`src/rtl/vend_pkg.sv`:
```
// Shared types and constants for the vending controller: FSM state encoding,
// default coin values in nickel units, and the coin-strobe decoder.
package vend_pkg;

    typedef enum logic [1:0] {
        IDLE    = 2'd0,
        COLLECT = 2'd1,
        VEND    = 2'd2,
        CHANGE  = 2'd3
    } vend_state_e;

    localparam int NICKEL_UNITS  = 1;
    localparam int DIME_UNITS    = 2;
    localparam int QUARTER_UNITS = 5;

    typedef struct packed {
        logic       valid;
        logic       any;
        logic [7:0] units;
    } coin_t;

    // A coin is valid only when exactly one strobe is high; 'any' flags a strobe at all.
    function automatic coin_t coin_value(input logic n, input logic d, input logic q,
                                         input int nu = NICKEL_UNITS,
                                         input int du = DIME_UNITS,
                                         input int qu = QUARTER_UNITS);
        coin_t c;
        c.any   = n | d | q;
        c.valid = $onehot({n, d, q});
        c.units = '0;
        if (c.valid) begin
            if (n) c.units = 8'(nu);
            if (d) c.units = 8'(du);
            if (q) c.units = 8'(qu);
        end
        return c;
    endfunction

endpackage

```
`src/rtl/vend_change_dispenser.sv`:
```
// Credit register for the vending controller: adds accepted coins, subtracts the price
// on vend, and pays change back one nickel per req/ack handshake while active.
module vend_change_dispenser #(
    parameter int PRICE     = 4,
    parameter int QUARTER_U = 5,
    parameter int CREDIT_W  = 4
) (
    input  logic                clk,
    input  logic                rstn,
    input  logic                add,
    input  logic [CREDIT_W-1:0] add_units,
    input  logic                take_price,
    input  logic                active,
    input  logic                ack,
    output logic [CREDIT_W-1:0] credit,
    output logic                req,
    output logic                done
);

    logic [CREDIT_W-1:0] credit_q;

    // Handshake: req stays high while credit remains; each cycle with req & ack moves one nickel.
    assign req    = active && (credit_q != '0);
    assign done   = active && ((credit_q == CREDIT_W'(1) && ack) || credit_q == '0);
    assign credit = credit_q;

    always_ff @(posedge clk or negedge rstn) begin
        if (!rstn) begin
            credit_q <= '0;
        end else if (add) begin
            credit_q <= credit_q + add_units;
        end else if (take_price) begin
            credit_q <= credit_q - CREDIT_W'(PRICE);
        end else if (req && ack) begin
            credit_q <= credit_q - CREDIT_W'(1);
        end
    end

    credit_max_a: assert property (@(posedge clk) disable iff (!rstn)
        credit_q <= CREDIT_W'(PRICE + QUARTER_U - 1));

endmodule

```
`src/rtl/vend_ctrl.sv`:
```
// Coin-operated vending controller: accumulates credit, vends at PRICE, pays change/refunds.
// Define VEND_STOCK_EN to add the inventory counter with i_restock / o_sold_out.
module vend_ctrl
    import vend_pkg::*;
#(
    parameter int PRICE     = 4,
    parameter int NICKEL_U  = NICKEL_UNITS,
    parameter int DIME_U    = DIME_UNITS,
    parameter int QUARTER_U = QUARTER_UNITS,
`ifdef VEND_STOCK_EN
    parameter int STOCK_MAX = 15,
`endif
    localparam int CREDIT_W = $clog2(PRICE + QUARTER_U + 1)
) (
    input  logic                i_clk,
    input  logic                i_rstn,
    input  logic                i_nickel,
    input  logic                i_dime,
    input  logic                i_quarter,
    input  logic                i_cancel,
    input  logic                i_change_ack,
`ifdef VEND_STOCK_EN
    input  logic                i_restock,
    output logic                o_sold_out,
`endif
    output logic                o_vend,
    output logic                o_change_req,
    output logic                o_coin_reject,
    output logic [CREDIT_W-1:0] o_credit,
    output logic                o_busy,
    output logic [1:0]          o_state
);

    vend_state_e         state;
    vend_state_e         state_next;
    coin_t               coin;
    logic                collecting;
    logic                stock_empty;
    logic                accept;
    logic                reject_q;
    logic [CREDIT_W-1:0] credit;
    logic [CREDIT_W-1:0] credit_sum;
    logic                change_req;
    logic                change_done;

    assign coin       = coin_value(i_nickel, i_dime, i_quarter, NICKEL_U, DIME_U, QUARTER_U);
    assign collecting = (state == IDLE) || (state == COLLECT);
    // A sold-out machine refuses new transactions but still takes coins mid-transaction.
    assign accept     = collecting && coin.valid && !(stock_empty && state == IDLE);
    assign credit_sum = credit + (accept ? CREDIT_W'(coin.units) : '0);

    vend_change_dispenser #(
        .PRICE     (PRICE),
        .QUARTER_U (QUARTER_U),
        .CREDIT_W  (CREDIT_W)
    ) u_dispenser (
        .clk        (i_clk),
        .rstn       (i_rstn),
        .add        (accept),
        .add_units  (CREDIT_W'(coin.units)),
        .take_price (state == VEND),
        .active     (state == CHANGE),
        .ack        (i_change_ack),
        .credit     (credit),
        .req        (change_req),
        .done       (change_done)
    );

`ifdef VEND_STOCK_EN
    localparam int STOCK_W = $clog2(STOCK_MAX + 1);
    logic [STOCK_W-1:0] stock;

    always_ff @(posedge i_clk or negedge i_rstn) begin
        if (!i_rstn) begin
            stock <= STOCK_W'(STOCK_MAX);
        end else if (state == VEND && stock != '0) begin
            stock <= stock - STOCK_W'(1);
        end else if (state == IDLE && i_restock) begin
            stock <= STOCK_W'(STOCK_MAX);
        end
    end

    assign stock_empty = (stock == '0);
    assign o_sold_out  = stock_empty;
`else
    assign stock_empty = 1'b0;
`endif

    always_ff @(posedge i_clk or negedge i_rstn) begin
        if (!i_rstn) begin
            state    <= IDLE;
            reject_q <= 1'b0;
        end else begin
            state    <= state_next;
            reject_q <= coin.any && !accept;
        end
    end

    // The coin is counted before the price check, so a coin arriving with cancel can still vend.
    always_comb begin
        state_next = state;
        unique case (state)
            IDLE, COLLECT: begin
                if (credit_sum >= CREDIT_W'(PRICE) && !stock_empty)
                    state_next = VEND;
                else if (state == COLLECT && (i_cancel || stock_empty))
                    state_next = CHANGE;
                else if (credit_sum != '0)
                    state_next = COLLECT;
                else
                    state_next = IDLE;
            end
            VEND:    state_next = (credit != CREDIT_W'(PRICE)) ? CHANGE : IDLE;
            CHANGE:  state_next = change_done ? IDLE : CHANGE;
            default: state_next = IDLE;
        endcase
    end

    always_comb begin
        o_vend        = (state == VEND);
        o_busy        = (state == VEND) || (state == CHANGE);
        o_change_req  = change_req;
        o_coin_reject = reject_q;
        o_credit      = credit;
        o_state       = state;
    end

endmodule
```
`config.mk`:
```
export PLATFORM = sky130hd
export DESIGN_NAME = vend_ctrl
export DESIGN_NICKNAME = d
export VERILOG_FILES = /design/src/rtl/vend_pkg.sv /design/src/rtl/vend_change_dispenser.sv /design/src/rtl/vend_ctrl.sv
export SDC_FILE = /design/constraint.sdc
export NUM_CORES = 1
export LEC_CHECK = 0
export CAP_MARGIN = 25
export CELL_PAD_IN_SITES_DETAIL_PLACEMENT = 1
export CELL_PAD_IN_SITES_GLOBAL_PLACEMENT = 2
export CORE_ASPECT_RATIO = 0.7
export CORE_MARGIN = 3
export CORE_UTILIZATION = 29
export CTS_CLUSTER_SIZE = 12
export DETAILED_ROUTE_END_ITERATION = 8
export PLACE_DENSITY = 0.86
export SYNTH_ARGS = -nofsm -noshare
export SYNTH_HDL_FRONTEND = slang
export SYNTH_SLANG_ARGS = --single-unit
```
`constraint.sdc`:
```
create_clock -name i_clk -period 3.1 [get_ports i_clk]
set_input_delay 0.62 -clock i_clk [delete_from_list [all_inputs] [get_ports i_clk]]
set_output_delay 0.62 -clock i_clk [all_outputs]
set_load 0.01 [all_outputs]
```
==> metrics.txt, run 1 <==
status=finished clean; most frequent cells in the layout=clkdlybuf4s50_1 (13), buf_4 (12), ha_1 (9); Mapped Nets=106; Crit Path Class=primary input to flop; Hold Buf Count CTS=0; antenna violations before repair=0; Clock Sinks=7; DP HPWL=1700 um; Yosys reg bits=7; CP dominant cell by count=buf_4; switching power=0.443 mW; Achievable Freq=342 MHz; combinational share of power=63.4%; Setup TNS=0 ns; DIE AREA=3250 um^2; largest fanout on the critical path=3; P per Cell Area=895 nW/um^2; Ys Warns=0; Post-Syn Area=752 um^2; Clock Skew=0.00206 ns; initial core utilization=32.8%; fillers=268; IO Count=17; DRC errors left=0; total track usage=15.2%; sequential element share of the synthesized area=23.3%; Arr. time, crit path=3.05 ns; Design Area, Final=1130 um^2; Max-slew headroom=68.3%; H-tree Lvls=1; CP Capture Type=flop; total global routing overflow=0; Area growth, synth to finish=49.8%; HP Class=primary input to asynchronous set/reset pin; Synth cell types=34; final hold violations=0; PortBufs=16; P_int=0.565 mW; Max rail drop VDD=197 uV; Tcrit/Tclk final=94.3%; commonest non-fill, non-tap cell in the layout=clkdlybuf4s50_1; crit start category=primary input; drt pass-1 iters=4; Synth Instances=86; gpl congestion=0.744; clk_lat worst skew=0.23 ns; number of global-route vias before repair=792; final wirelength=2230 um; switch share=43.9%; Area after DPL=1010 um^2; global-route wire length before repair=3730 um; vias per cell=5.07; CP Cell Sequence=dlygate4sd2_1, inv_2, fa_1, buf_4, nor3b_4, nand3_2, fa_2, buf_4, nand3b_1, o211a_1, o31ai_2; sequential share of power=23.6%; NumNets Final=136; 1st-iter DRT viols=18; ANT nets after route=0; Die X=66.9 um; clock share of power=13.0%; CTS tree=built; total clock buffers created by CTS=3; Row Count=14; layout cells sized above 1=26.1%; routed len/inst=15.2 um; core area=2290 um^2; maxcap violations=0; worst endpoint required time=3.23 ns; ant diodes=0; Mean Syn Cell Area=8.74 um^2; clk buf depth=2; worst-margin pin slew=0.475 ns; Period minus WS final=2.92 ns; vias=746; Pleak=0.496 nW; Critical Path Slowest Stage Cell=fa_1; largest net degree at the start of global routing=11; CTS Root Cell=clkbuf_8; Max Slew Vio Count=0; die height=48.6 um; final setup violation count=0; CTS clk-pin slew, worst paths=0.04 ns; slowest cell delay on critical path=0.43 ns
-- power by group through the flow --
stage	registers, mW	logic, mW	clock network [mW]
after global placement	0.226	0.579	0
after global routing	0.250	0.714	0.139
after detailed placement	0.230	0.595	0
after CTS	0.235	0.636	0.135
final	0.238	0.638	0.131
after floorplan	0.212	0.358	0
-- worst max-delay path, delay by kind of cell --
| kind | cells | cell delay [ns] |
|---|---|---|
| buf+inv | 4 | 0.64 |
| fa+ha+maj | 2 | 0.81 |
| compound gates | 2 | 0.49 |
| simple gates | 3 | 0.48 |
-- final timing paths --
kind | from | end | slack (ns) | cells after the start
max | i_quarter | o_state[0] | 0.18 | 11
max reg2reg | o_state[1] | o_state[0] | 0.85 | 8
min | i_rstn | u_dispenser.credit[2] | 0.67 | 1
max in group asynchronous | i_rstn | o_state[0] | 2.17 | 1
min reg2reg | o_state[0] | o_state[1] | 0.71 | 3
min in group i_clk | o_state[0] | o_state[1] | 0.71 | 3
-- layer usage --
metal / track usage (%) / vias to the layer above / routed length, um
met5: 0 / - / 0
met1: 18.1 / 351 / 952
met4: 6.06 / 0 / 60
li1: - / 371 / -
met2: 25.0 / 18 / 1110
met3: 4.63 / 6 / 106
-- through the flow --
stage	worst slack [ns]	power [mW]	std cells	util [%]	hold slack [ns]
finish	0.178	1.01	147	49.1	0.670
global route	-0.00341	1.10	147	49.1	0.695
CTS	0.137	1.01	145	47.8	0.681
detailed placement	-0.471	0.825	140	43.9	0.666
global placement	-0.373	0.805	140	43.9	0.653
floorplan	0.128	0.569	86	-	0.324
-- flip-flops by register name, indices dropped and copies added (netlist names) --
register / flops
u_dispenser.credit: 4
o_state: 2
o_coin_reject: 1
-- cells by family after synthesis --
group | Yosys count | share of synthesized area [%]
AND/OR/NAND/NOR | 34 | 25.6
multiplexers | 1 | 1.50
AO/OA/AOI/OAI | 15 | 14.1
adder cells (fa/ha/maj) | 13 | 24.6
XOR/XNOR | 4 | 4.66
buffers and inverters | 12 | 6.16
flip-flops | 7 | 23.3
-- Yosys cell counts, drive strengths merged --
master | number | area share, %
a21oi | 4 | 2.7
a2bb2oi | 1 | 1.2
a31oi | 1 | 0.83
a32o | 1 | 1.3
a32oi | 1 | 1.2
a41oi | 2 | 2.3
and2 | 2 | 2.0
and2b | 1 | 1.0
and3b | 1 | 1.2
buf | 1 | 0.66
clkbuf | 2 | 1.0
dfrtp | 7 | 23
fa | 3 | 8.0
ha | 10 | 17
inv | 9 | 4.5
mux2 | 1 | 1.5
nand2 | 8 | 4.0
nand2b | 1 | 0.83
nand3 | 5 | 3.3
nand3b | 2 | 2.0
nand4 | 1 | 0.83
nor2 | 2 | 1.0
nor3 | 7 | 5.3
nor3b | 1 | 1.0
nor4b | 2 | 2.3
o211a | 1 | 1.3
o211ai | 1 | 1.0
o21ai | 2 | 1.3
o31ai | 1 | 1.0
or3 | 1 | 0.83
xnor2 | 2 | 2.3
xor2 | 2 | 2.3
-- cell type report --
type | instances | area, um^2 | share of cell area [%]
inverters | 9 | 33.8 | 3.00
flip-flops and latches | 7 | 175 | 15.6
repair buffers | 28 | 244 | 21.7
well taps | 32 | 40.0 | 3.56
clock buffers | 4 | 45.0 | 4.00
multi-input cells | 67 | 588 | 52.2
-- repair_timing --
action | in CTS | in global routing
gates cloned | 0 | 0
setup buffers | 1 | 2
resized for setup | 14 | 6
pin swaps | 5 | 6
setup endpoints to repair | 2 | 2
No activity file was read; power rests on OpenSTA's default activity.
==> inputs of run 2 (changes only) <==
- CAP_MARGIN: 25 -> not set
- CTS_CLUSTER_SIZE: 12 -> 10
==> results of run 2 <==
The final DEF is identical to that of run 1; final timing and power are the same.
==> inputs of run 3 (changes only) <==
- CORE_MARGIN: 3 -> 2
==> run 3 against run 2 <==
Cell count rose by 0.68%. Cell area fell by 0.56%. Non-clock buffer count fell by 1. Largest cell class unchanged. Largest power group unchanged.
==> metrics.txt, run 3 (synthesis results as in run 1) <==
CTS Root Cell=clkbuf_8 (unchanged); fillers=289 (was 268); vias per cell=5.14 (was 5.07); multi-input logic area=586 um^2 (was 588 um^2); final setup violation count=0 (unchanged); final core occ=45.5% (was 49.1%); Setup TNS=0 ns (unchanged); Achievable Freq=342 MHz (about the same); non-filler cells, final=148 (was 147); Row Count=15 (was 14); met2 Use GR=29.7% (was 25.0%); status=finished clean (unchanged); total track usage=16.5% (was 15.2%); Design Area, Final=1120 um^2 (was 1130 um^2); 1st-iter DRT viols=56 (was 18); P per Cell Area=887 nW/um^2 (was 895 nW/um^2); vias=760 (was 746); NumNets Final=135 (was 136); Crit Path Class=primary input to flop (unchanged); GR Layer Usage met3=1.71% (was 4.63%); H-tree Lvls=1 (unchanged); DIE AREA=3020 um^2 (was 3250 um^2); final wirelength=2080 um (was 2230 um); dpl cells=143 (was 140); DP HPWL=1640 um (was 1700 um); number of global-route vias before repair=805 (was 792); IO Count=17 (unchanged); Clock Skew=0.000534 ns (was 0.00206 ns); Critical Path Slowest Stage Cell=fa_1 (unchanged); CP Cell Sequence=clkdlybuf4s15_1, inv_2, fa_1, nand2b_4, nor3_4, ha_2, inv_1, fa_2, buf_4, nor4b_1, a21oi_1, o211a_1, a2bb2oi_2 (was dlygate4sd2_1, inv_2, fa_1, buf_4, nor3b_4, nand3_2, fa_2, buf_4, nand3b_1, o211a_1, o31ai_2); Area after DPL=1020 um^2 (was 1010 um^2); Period minus WS final=2.93 ns (was 2.92 ns); Clock Sinks=7 (unchanged); worst setup margin=0.175 ns (was 0.178 ns); CP Capture Type=flop (unchanged); Hold Buf Count CTS=0 (unchanged); antenna violations before repair=0 (unchanged); met1 Usage GRT=20.9% (was 18.1%); CTS tree=built (unchanged); total power=0.993 mW (was 1.01 mW); ant diodes=0 (unchanged); commonest non-fill, non-tap cell in the layout=clkdlybuf4s50_1 (unchanged); total clock buffers created by CTS=3 (unchanged); Tcrit/Tclk final=94.4% (was 94.3%); global-route wire length before repair=3750 um (was 3730 um); drt pass-1 iters=4 (unchanged); die height=46.6 um (was 48.6 um); ANT nets after route=0 (unchanged); core area=2460 um^2 (was 2290 um^2); clk_lat worst skew=0.23 ns (about the same); most frequent cells in the layout=clkdlybuf4s50_1 (13), buf_4 (11), ha_1 (9) (was clkdlybuf4s50_1 (13), buf_4 (12), ha_1 (9)); total global routing overflow=0 (unchanged); layout cells sized above 1=24.6% (was 26.1%); routed len/inst=14.0 um (was 15.2 um); DRC errors left=0 (unchanged); Largest register FFs=4 (unchanged); Max rail drop VDD=261 uV (was 197 uV); largest net degree at the start of global routing=11 (unchanged); initial core utilization=30.6% (was 32.8%); Max Slew Vio Count=0 (unchanged); clk buf depth=2 (unchanged); Die X=64.9 um (was 66.9 um); Min Hold Slack=0.659 ns (was 0.670 ns); GR peak layer=met2 (unchanged); maxcap violations=0 (unchanged); worst-margin pin slew=0.420 ns (was 0.475 ns); Place WS=-0.593 ns (was -0.471 ns); slowest cell delay on critical path=0.49 ns (was 0.43 ns); worst endpoint required time=3.26 ns (was 3.23 ns); crit start category=primary input (unchanged); CTS clk-pin slew, worst paths=0.04 ns (about the same); Area growth, synth to finish=48.9% (was 49.8%); gpl congestion=0.815 (was 0.744); largest fanout on the critical path=3 (unchanged); Reg area=175 um^2 (unchanged); Pleak=0.490 nW (was 0.496 nW); PortBufs=16 (unchanged); Max-slew headroom=72.0% (was 68.3%); HP Class=primary input to asynchronous set/reset pin (unchanged); Arr. time, crit path=3.08 ns (was 3.05 ns); final hold violations=0 (unchanged)
-- run 3: layer usage --
layer / vias to the layer above / share of wire, %
met2: 17 / 49
met4: 0 / 1.3
met3: 2 / 3.3
met1: 375 / 46
li1: 366 / -
met5: - / 0
-- run 3: what timing repair did --
item	CTS	global route
gates resized for setup	12	8
setup buffers	0	1
setup endpoints to repair	2	2
pin swaps	6	4
endpoints found under the hold margin	0	0
-- run 3: power breakdown --
part / switching, mW / internal [mW]
sequential: 0.103 / 0.137
clock: 0.0418 / 0.0892
combinational: 0.286 / 0.337
-- run 3: critical path: cells and delay by family --
kind	cells	cell delay (ns)
compound gates	3	0.52
simple gates	3	0.42
buf+inv	4	0.46
fa+ha+maj	3	1.05
-- run 3: area by class of cell --
type	count	area share, %
Multi-Input combinational cell	67	52.3
Clock buffer	4	4.02
Tap cell	34	3.80
Timing Repair Buffer	27	21.2
Inverter	9	3.02
Sequential cell	7	15.6
-- run 3: path summary, 6_finish.rpt --
kind	slack (ns)	depth (start not counted)	from	endpoint
hold reg to reg	0.73	3	o_state[0]	o_state[1]
setup reg to reg	0.82	9	o_state[1]	o_state[1]
setup / recovery	0.17	13	i_quarter	o_state[1]
max in group asynchronous	2.19	1	i_rstn	o_state[0]
min in group i_clk	0.73	3	o_state[0]	o_state[1]
hold / removal	0.66	1	i_rstn	u_dispenser.credit[1]
